$ cat config.mk
export PLATFORM = sky130hd
export DESIGN_NAME = anti_probe_cmp_sampler
export DESIGN_NICKNAME = d
export VERILOG_FILES = /design/src/rtl/anti_probe_cmp_sampler_pkg.sv /design/src/rtl/anti_probe_cmp_sampler_cmp_chan_accum.sv /design/src/rtl/anti_probe_cmp_sampler.sv
export SDC_FILE = /design/constraint.sdc
export NUM_CORES = 1
export LEC_CHECK = 0
export ABC_CLOCK_PERIOD_IN_PS = 5700
export CORE_MARGIN = 5
export CORE_UTILIZATION = 40
export CTS_BUF_LIST = sky130_fd_sc_hd__clkbuf_8
export DETAILED_ROUTE_END_ITERATION = 16
export PLACE_DENSITY = 0.57
export SYNTH_ARGS = -nofsm -noshare
export SYNTH_HDL_FRONTEND = slang
export SYNTH_HIERARCHICAL = 1
export SYNTH_SLANG_ARGS = --single-unit
$ cat constraint.sdc
create_clock -name sample_clk -period 5.7 [get_ports sample_clk]
set_input_delay 0.57 -clock sample_clk [delete_from_list [all_inputs] [get_ports sample_clk]]
set_output_delay 0.57 -clock sample_clk [all_outputs]
set_load 0.01 [all_outputs]
$ cat src/rtl/anti_probe_cmp_sampler_pkg.sv
`default_nettype none
// ============================================================================
// Module      : anti_probe_pkg
// Description : Shared types and defaults for the anti-probe comparator
//               sampler: FSM state encoding, default channel count and
//               counter width, and the m_data slice-index helper.
//               Optional feature macro: CMP_SAMPLER_BASELINE_EN.
// Ports       : none (package)
// Revision    : 1.0 - initial release
// ============================================================================
package anti_probe_pkg;

  typedef enum logic [0:0] {
    IDLE  = 1'b0,
    ACCUM = 1'b1
  } state_e;

  localparam int DEF_NUM_CH = 4;
  localparam int DEF_CNT_W  = 16;

  // Low bit of channel k inside the packed m_data word.
  function automatic int slice_lo(input int k, input int cnt_w);
    return k * cnt_w;
  endfunction

endpackage
`default_nettype wire

$ cat src/rtl/anti_probe_cmp_sampler_cmp_chan_accum.sv
`default_nettype none
// ============================================================================
// Module      : cmp_chan_accum
// Description : One comparator channel: two-flop synchroniser, windowed
//               high-sample accumulator and sticky alarm compare.
//               With CMP_SAMPLER_BASELINE_EN the first window after each
//               accepted start is stored as a baseline and later windows
//               alarm on |result - baseline| > threshold.
// Ports       : clk, rst_n      - clock, async active-low reset
//               cmp_i          - raw comparator pad (asynchronous)
//               clear_i        - accepted start: clear acc (and baseline)
//               accum_en_i     - accumulate this cycle (FSM in ACCUM)
//               term_i         - terminal cycle of the current window
//               threshold_i    - latched alarm threshold
//               alarm_clr_i    - clear sticky alarm
//               result_o       - final window count (valid on term_i)
//               alarm_o        - sticky alarm
// Revision    : 1.0 - initial release
// ============================================================================
module cmp_chan_accum #(
  parameter int CNT_W = 16
) (
  input  logic             clk,
  input  logic             rst_n,
  input  logic             cmp_i,
  input  logic             clear_i,
  input  logic             accum_en_i,
  input  logic             term_i,
  input  logic [CNT_W-1:0] threshold_i,
  input  logic             alarm_clr_i,
  output logic [CNT_W-1:0] result_o,
  output logic             alarm_o
);

  logic             s1_q, s2_q;
  logic [CNT_W-1:0] acc_q, acc_d;
  logic             alarm_q, alarm_d;
  logic [CNT_W-1:0] s2_ext_w;
  logic             alarm_set_w;

  assign s2_ext_w = {{(CNT_W-1){1'b0}}, s2_q};
  // The terminal sample is folded in here so the result includes it while
  // the accumulator itself restarts on the same edge.
  assign result_o = acc_q + s2_ext_w;

  always_ff @(posedge clk or negedge rst_n) begin
    if (!rst_n) begin
      s1_q <= 1'b0;
      s2_q <= 1'b0;
    end else begin
      s1_q <= cmp_i;
      s2_q <= s1_q;
    end
  end

  always_comb begin
    acc_d = acc_q;
    if (clear_i || term_i) begin
      acc_d = '0;
    end else if (accum_en_i) begin
      acc_d = acc_q + s2_ext_w;
    end
  end

`ifdef CMP_SAMPLER_BASELINE_EN
  logic [CNT_W-1:0] base_q, base_d;
  logic             base_vld_q, base_vld_d;
  logic [CNT_W:0]   diff_w;

  // Absolute difference in one extra bit so the subtraction cannot wrap.
  always_comb begin
    if (result_o >= base_q) begin
      diff_w = {1'b0, result_o} - {1'b0, base_q};
    end else begin
      diff_w = {1'b0, base_q} - {1'b0, result_o};
    end
  end

  always_comb begin
    base_d     = base_q;
    base_vld_d = base_vld_q;
    if (clear_i) begin
      base_d     = '0;
      base_vld_d = 1'b0;
    end else if (term_i && !base_vld_q) begin
      base_d     = result_o;
      base_vld_d = 1'b1;
    end
  end

  assign alarm_set_w = term_i && base_vld_q && (diff_w > {1'b0, threshold_i});

  always_ff @(posedge clk or negedge rst_n) begin
    if (!rst_n) begin
      base_q     <= '0;
      base_vld_q <= 1'b0;
    end else begin
      base_q     <= base_d;
      base_vld_q <= base_vld_d;
    end
  end
`else
  assign alarm_set_w = term_i && (result_o > threshold_i);
`endif

  // Set has priority over clear so a same-cycle event is never lost.
  always_comb begin
    alarm_d = alarm_q;
    if (alarm_clr_i) alarm_d = 1'b0;
    if (alarm_set_w) alarm_d = 1'b1;
  end

  always_ff @(posedge clk or negedge rst_n) begin
    if (!rst_n) begin
      acc_q   <= '0;
      alarm_q <= 1'b0;
    end else begin
      acc_q   <= acc_d;
      alarm_q <= alarm_d;
    end
  end

  assign alarm_o = alarm_q;

endmodule
`default_nettype wire

$ cat src/rtl/anti_probe_cmp_sampler.sv
`default_nettype none
// ============================================================================
// Module      : anti_probe_cmp_sampler
// Description : N-channel comparator sampler with windowed density counts
//               streamed over valid/ready and per-channel sticky alarms.
//               Holds the IDLE/ACCUM FSM, sample counter, output register
//               and overrun flag. Optional macro: CMP_SAMPLER_BASELINE_EN.
// Ports       : sample_clk, sample_rst_n - clock, async active-low reset
//               cmp_data_in  - raw comparator pads
//               start, stop  - begin / end continuous accumulation
//               win_len, threshold - latched on accepted start
//               m_valid, m_ready, m_data - result stream
//               alarm, alarm_clr - sticky alarms and their clear
//               busy         - FSM in ACCUM
//               overrun      - sticky, a result was dropped
// Revision    : 1.0 - initial release
// ============================================================================
module anti_probe_cmp_sampler
  import anti_probe_pkg::*;
#(
  parameter int NUM_CH = DEF_NUM_CH,
  parameter int CNT_W  = DEF_CNT_W
) (
  input  logic                    sample_clk,
  input  logic                    sample_rst_n,
  input  logic [NUM_CH-1:0]       cmp_data_in,
  input  logic                    start,
  input  logic                    stop,
  input  logic [CNT_W-1:0]        win_len,
  input  logic [CNT_W-1:0]        threshold,
  output logic                    m_valid,
  input  logic                    m_ready,
  output logic [NUM_CH*CNT_W-1:0] m_data,
  output logic [NUM_CH-1:0]       alarm,
  input  logic                    alarm_clr,
  output logic                    busy,
  output logic                    overrun
);

  localparam logic [CNT_W-1:0] C_ONE = {{(CNT_W-1){1'b0}}, 1'b1};

  state_e                    state_q, state_d;
  logic [CNT_W-1:0]          samp_cnt_q, samp_cnt_d;
  logic [CNT_W-1:0]          win_len_q, win_len_d;
  logic [CNT_W-1:0]          threshold_q, threshold_d;
  logic                      m_valid_q, m_valid_d;
  logic [NUM_CH*CNT_W-1:0]   m_data_q, m_data_d;
  logic                      overrun_q, overrun_d;

  logic                      start_acc_w;
  logic                      term_w;
  logic                      accum_w;
  logic                      load_w;
  logic [NUM_CH*CNT_W-1:0]   result_w;

  assign accum_w     = (state_q == ACCUM);
  // stop beats start when both arrive together.
  assign start_acc_w = (state_q == IDLE) && start && !stop && (win_len != '0);
  // A stop on the terminal cycle discards that window like any other.
  assign term_w      = accum_w && !stop && (samp_cnt_q == (win_len_q - C_ONE));
  assign load_w      = term_w && (!m_valid_q || m_ready);

  // FSM next state and counter/config registers.
  always_comb begin
    state_d     = state_q;
    samp_cnt_d  = samp_cnt_q;
    win_len_d   = win_len_q;
    threshold_d = threshold_q;
    case (state_q)
      IDLE: begin
        if (start_acc_w) begin
          state_d     = ACCUM;
          samp_cnt_d  = '0;
          win_len_d   = win_len;
          threshold_d = threshold;
        end
      end
      ACCUM: begin
        if (stop) begin
          state_d = IDLE;
        end else if (term_w) begin
          samp_cnt_d = '0;
        end else begin
          samp_cnt_d = samp_cnt_q + C_ONE;
        end
      end
      default: state_d = IDLE;
    endcase
  end

  // Output register and overrun.
  always_comb begin
    m_valid_d = m_valid_q;
    m_data_d  = m_data_q;
    overrun_d = overrun_q;
    if (load_w) begin
      m_valid_d = 1'b1;
      m_data_d  = result_w;
    end else if (m_valid_q && m_ready) begin
      m_valid_d = 1'b0;
    end
    if (alarm_clr) overrun_d = 1'b0;
    if (term_w && !load_w) overrun_d = 1'b1;
  end

  always_ff @(posedge sample_clk or negedge sample_rst_n) begin
    if (!sample_rst_n) begin
      state_q     <= IDLE;
      samp_cnt_q  <= '0;
      win_len_q   <= '0;
      threshold_q <= '0;
      m_valid_q   <= 1'b0;
      m_data_q    <= '0;
      overrun_q   <= 1'b0;
    end else begin
      state_q     <= state_d;
      samp_cnt_q  <= samp_cnt_d;
      win_len_q   <= win_len_d;
      threshold_q <= threshold_d;
      m_valid_q   <= m_valid_d;
      m_data_q    <= m_data_d;
      overrun_q   <= overrun_d;
    end
  end

  for (genvar k = 0; k < NUM_CH; k++) begin : g_chan
    localparam int LO = slice_lo(k, CNT_W);
    cmp_chan_accum #(
      .CNT_W (CNT_W)
    ) u_chan (
      .clk         (sample_clk),
      .rst_n       (sample_rst_n),
      .cmp_i       (cmp_data_in[k]),
      .clear_i     (start_acc_w),
      .accum_en_i  (accum_w),
      .term_i      (term_w),
      .threshold_i (threshold_q),
      .alarm_clr_i (alarm_clr),
      .result_o    (result_w[LO +: CNT_W]),
      .alarm_o     (alarm[k])
    );
  end

  assign m_valid = m_valid_q;
  assign m_data  = m_data_q;
  assign busy    = accum_w;
  assign overrun = overrun_q;

endmodule
`default_nettype wire

==> out/qor.log <==
[clock_tree] number of clock buffers inserted by TritonCTS 17
[placement] pre-CTS worst setup slack 1.625 ns
[logic_synthesis] cell taking the most area after synthesis sky130_fd_sc_hd__dfrtp_1
[power] Worst IR Drop VDD 148.9 uV
[logic_synthesis] Async S/R FF share, synth 100.0%
[setup_path] cell-by-cell trace of the critical path or4_1 -> or4_1 -> a211oi_1 -> a211oi_1 -> a2111o_1 -> nor2_8 -> mux2_2
[finish] area taken by multi-input logic gates 0.006015 sq mm
[finish] share of cells above drive strength 1 5.591%
[setup_path] CP required 6.07 ns
[logic_synthesis] Avg Synthesized Cell Area 9.690 sq um
[setup_path] cell depth of the worst setup path 7
[setup_path] startpoint type of the worst setup path flop
[floorplanning] IO Count 113
[finish] Total Nets Final 1373
[setup_path] family with the most delay on the worst path simple AND/OR/NAND/NOR gates
[power] leakage 0.006329 uW
[finish] signed area change from the synthesized netlist to the final layout 15.34%
[logic_synthesis] cell area after synthesis 0.01136 sq mm
[timing] time the worst path needs with I/O delays and setup 4.066 ns
[logic_synthesis] XOR/XNOR share of the synthesized area 8.869%
[setup_path] worst r2r path cells 7
[setup_path] Crit-path slowest cell sky130_fd_sc_hd__nor2_8
[logic_synthesis] dominant cells by area after synthesis sky130_fd_sc_hd__dfrtp_1 42%, sky130_fd_sc_hd__ha_1 8.2%, sky130_fd_sc_hd__xor2_1 6.0%
[grt] overflow left after global routing 0
[logic_synthesis] Post-Synthesis Net Count 1288
[logic_synthesis] EDFF count, synth 0
[setup_path] source of the worst register-to-register timing path win_len_q[2]
[logic_synthesis] post-synth top area share 42.08%
[power] power density of the placed cells 241.1 mW/mm^2
[clock_tree] clock tree root buffer cell sky130_fd_sc_hd__clkbuf_8
[clock_tree] Resized cells post-CTS 0
[timing] total negative setup slack 0 ns
[timing] clk_skew 0.01734 ns
[grt] first-pass GRT wire length 45730 um
[finish] count of inserted antenna diode cells 0
[route] final routed wirelength across all metal layers 28590 um
[floorplanning] total die area 0.03186 sq mm
[timing] final worst slack 1.634 ns
[clock_tree] clock edge transition at the registers on the reported setup and hold paths 0.11 ns
[logic_synthesis] flip-flop and latch count after synthesis 191
[job] max-cap violation count 0
[grt] antenna violations before repair 0
[finish] number of standard cells in the final layout excluding fillers 1648
[setup_path] crit-path max cell delay 0.86 ns
[clock_tree] Post-CTS Hold Buffers 0
[setup_path] worst setup path category flop to flop
[timing] slew of the pin with the lowest slew margin 1.124 ns
[timing] count of endpoints failing hold in the final timing report 0
[setup_path] buffers plus inverters on the worst setup path 0
[clock_tree] Max H-tree Level 4
[worst_hold_path] type of the tightest min-delay check input port to asynchronous set/reset pin
[clock_tree] Num Clock Sinks 191
[logic_synthesis] number of warnings printed during yosys synthesis 6
[logic_synthesis] share of synthesized area spent on multiplexers 7.238%
[timing] Max-slew headroom 25.06%
[placement] Final HPWL DP 20700 um
[setup_path] endpoint arrival time on the critical path 4.44 ns
[logic_synthesis] arithmetic-cell share of the synthesized area counting full adders, half adders and majority gates 8.152%
[clock_tree] Post-CTS Setup Inserts 0
[floorplanning] x dimension of the die 178.5 um
[grt] number of global-route vias before repair 8556
[route] DR DRC count 0
[floorplanning] number of placement rows 61
[finish] Post-Route Utilization 46.89%
[logic_synthesis] post-synthesis instance total 1172
[route] wire length per cell 17.35 um
[route] Final ANT Viol Nets 0
[run_status] run status finished, final reports clean
[setup_path] worst-path maximum fanout 64
[placement] Port Buf Inserts 112
[route] vias per std cell 5.172
[setup_path] Critical Path Start win_len_q[2]
[floorplanning] starting utilization of the core area 40.66%
[route] drt initial violations 443
[finish] layout filler cell count 2725
[logic_synthesis] sequential cell area fraction in the yosys report 42.08%
[placement] placed cell count 1616
[logic_synthesis] number of library cell types mapped by synthesis 61
[logic_synthesis] simple logic cell fraction of the synthesized area 21.55%
[timing] share of the cycle needed by the critical path after routing 71.33%
[logic_synthesis] combinational family with the most area after synthesis simple AND/OR/NAND/NOR gates
[clock_tree] largest buffer count on any clock path 2
[timing] final count of pins violating max slew 0
[timing] Final setup viols 0
[clock_tree] clock tree from TritonCTS done
[placement] global placer's final weighted congestion 0.8357
[clock_tree] latest clock arrival within the worst-skew pair 0.48 ns
[logic_synthesis] Synth Area in Compound Gates 7.150%
[route] via total after detailed routing 8524
[logic_synthesis] predominant post-synthesis flop cell sky130_fd_sc_hd__dfrtp_1
[timing] unrepaired setup endpoints after global routing no
[timing] highest achievable clock rate 246.0 MHz
[grt] GRT Overall Usage 18.16%
[route] Pre-antenna DRT Iters 5
[setup_path] type of destination of the critical path flop
[floorplanning] y dimension of the die 178.5 um
[floorplanning] floorplan core area 0.02793 sq mm
[grt] pin count of the biggest net entering global routing 89
[finish] register area 0.004781 sq mm
layer usage:
| metal | up-vias | share of wire (%) | track usage, % |
|---|---|---|---|
| met3 | 22 | 4.0 | 3.349 |
| met1 | 4150 | 48 | 25.15 |
| met4 | 0 | 1.4 | 4.413 |
| met5 | - | 0 | 0 |
| li1 | 4209 | - | - |
| met2 | 143 | 46 | 29.58 |
Yosys cell counts (2+ instances only):
| library cell | n |
|---|---|
| sky130_fd_sc_hd__nand4_1 | 34 |
| sky130_fd_sc_hd__o211ai_1 | 22 |
| sky130_fd_sc_hd__and2_1 | 4 |
| sky130_fd_sc_hd__nand4_4 | 4 |
| sky130_fd_sc_hd__a2bb2oi_1 | 4 |
| sky130_fd_sc_hd__clkbuf_1 | 22 |
| sky130_fd_sc_hd__or3_1 | 12 |
| sky130_fd_sc_hd__and4b_1 | 4 |
| sky130_fd_sc_hd__and4_4 | 8 |
| sky130_fd_sc_hd__nor3b_1 | 2 |
| sky130_fd_sc_hd__or2_2 | 6 |
| sky130_fd_sc_hd__nor2b_1 | 8 |
| sky130_fd_sc_hd__nand2b_1 | 9 |
| sky130_fd_sc_hd__a22o_1 | 3 |
| sky130_fd_sc_hd__xor2_1 | 78 |
| sky130_fd_sc_hd__inv_1 | 72 |
| sky130_fd_sc_hd__a211oi_1 | 3 |
| sky130_fd_sc_hd__xnor2_1 | 37 |
| sky130_fd_sc_hd__nand2_1 | 168 |
| sky130_fd_sc_hd__o2111ai_1 | 2 |
| sky130_fd_sc_hd__nand3_2 | 4 |
| sky130_fd_sc_hd__and3_1 | 21 |
| sky130_fd_sc_hd__a32oi_1 | 4 |
| sky130_fd_sc_hd__nand3_1 | 45 |
| sky130_fd_sc_hd__buf_6 | 6 |
| sky130_fd_sc_hd__mux2_1 | 60 |
| sky130_fd_sc_hd__a2111o_1 | 2 |
| sky130_fd_sc_hd__o21ai_0 | 22 |
| sky130_fd_sc_hd__mux2i_1 | 9 |
| sky130_fd_sc_hd__nor3_1 | 9 |
| sky130_fd_sc_hd__nor2_1 | 96 |
| sky130_fd_sc_hd__buf_1 | 5 |
| sky130_fd_sc_hd__o31ai_1 | 3 |
| sky130_fd_sc_hd__a21o_1 | 9 |
| sky130_fd_sc_hd__nor4_1 | 9 |
| sky130_fd_sc_hd__ha_1 | 74 |
| sky130_fd_sc_hd__buf_4 | 12 |
| sky130_fd_sc_hd__o21a_1 | 5 |
| sky130_fd_sc_hd__buf_2 | 6 |
| sky130_fd_sc_hd__a21oi_1 | 30 |
| sky130_fd_sc_hd__or4_1 | 25 |
| sky130_fd_sc_hd__mux2_2 | 5 |
| sky130_fd_sc_hd__dfrtp_1 | 191 |
cells in the final DEF, fill, tap and decap left out, types with 34 or more instances in the layout:
cell	count
sky130_fd_sc_hd__dfrtp_1	190
sky130_fd_sc_hd__nand2_1	168
sky130_fd_sc_hd__clkdlybuf4s50_1	111
sky130_fd_sc_hd__nor2_1	96
sky130_fd_sc_hd__xor2_1	78
sky130_fd_sc_hd__ha_1	74
sky130_fd_sc_hd__inv_1	72
sky130_fd_sc_hd__mux2_1	60
sky130_fd_sc_hd__nand3_1	45
sky130_fd_sc_hd__xnor2_1	37
sky130_fd_sc_hd__nand4_1	34
final timing paths:
path,end,slack (ns)
max,m_data[2],1.63
min,win_len_q[7],0.11
max reg2reg,m_data[2],1.63
min reg2reg,g_chan[3].u_chan/s2_q,0.36
max in group asynchronous,g_chan[1].u_chan/acc_q[9],4.35
min in group sample_clk,g_chan[3].u_chan/s2_q,0.36
worst register-to-register path, delay by kind of cell (launching register included):
kind | cells | cell delay [ns]
flip-flops | 1 | 0.48
AO/OA/AOI/OAI | 3 | 0.87
AND/OR/NAND/NOR | 3 | 2.15
multiplexers | 1 | 0.46
logic make-up after synthesis:
group / count (synthesis)
flip-flops: 191
adder cells (fa/ha/maj): 74
AND/OR/NAND/NOR: 476
XOR/XNOR: 115
multiplexers: 74
AO/OA/AOI/OAI: 118
buffers and inverters: 124
report_power, final:
group / internal (uW) / switching [uW] / leakage (uW)
clock network: 376 / 553 / 0.000200
registers: 1440 / 135 / 0.00259
logic: 270 / 386 / 0.00354
cell type report:
cell class,instances,area share (%)
clock buffer,18,1.891
clock inverter,14,1.118
inverter,73,2.092
multi-input combinational,857,45.92
sequential,191,36.50
tap,378,3.611
timing repair buffer,117,8.874
metrics by stage:
| stage | power (uW) | hold slack [ns] | area (sq um) |
|---|---|---|---|
| final | 3158 | 0.1057 | 13100 |
| after global routing | 3356 | 0.1426 | 13100 |
| after CTS | 3196 | 0.1533 | 13100 |
| after detailed placement | 2254 | 0.3355 | 12700 |
| after global placement | 2235 | 0.3336 | 12700 |
| after floorplan | 2005 | 0.2744 | 11360 |
registers in the layout (all words and copies together), names as in the netlist, 4 cells and up:
signal / flops
win_len_q: 16
g_chan.u_chan/s2_q: 4
threshold_q: 16
g_chan.u_chan/alarm_o: 4
g_chan.u_chan/acc_q: 64
g_chan.u_chan/s1_q: 4
m_data: 64
samp_cnt_q: 16
No activity file was read; power rests on OpenSTA's default activity.
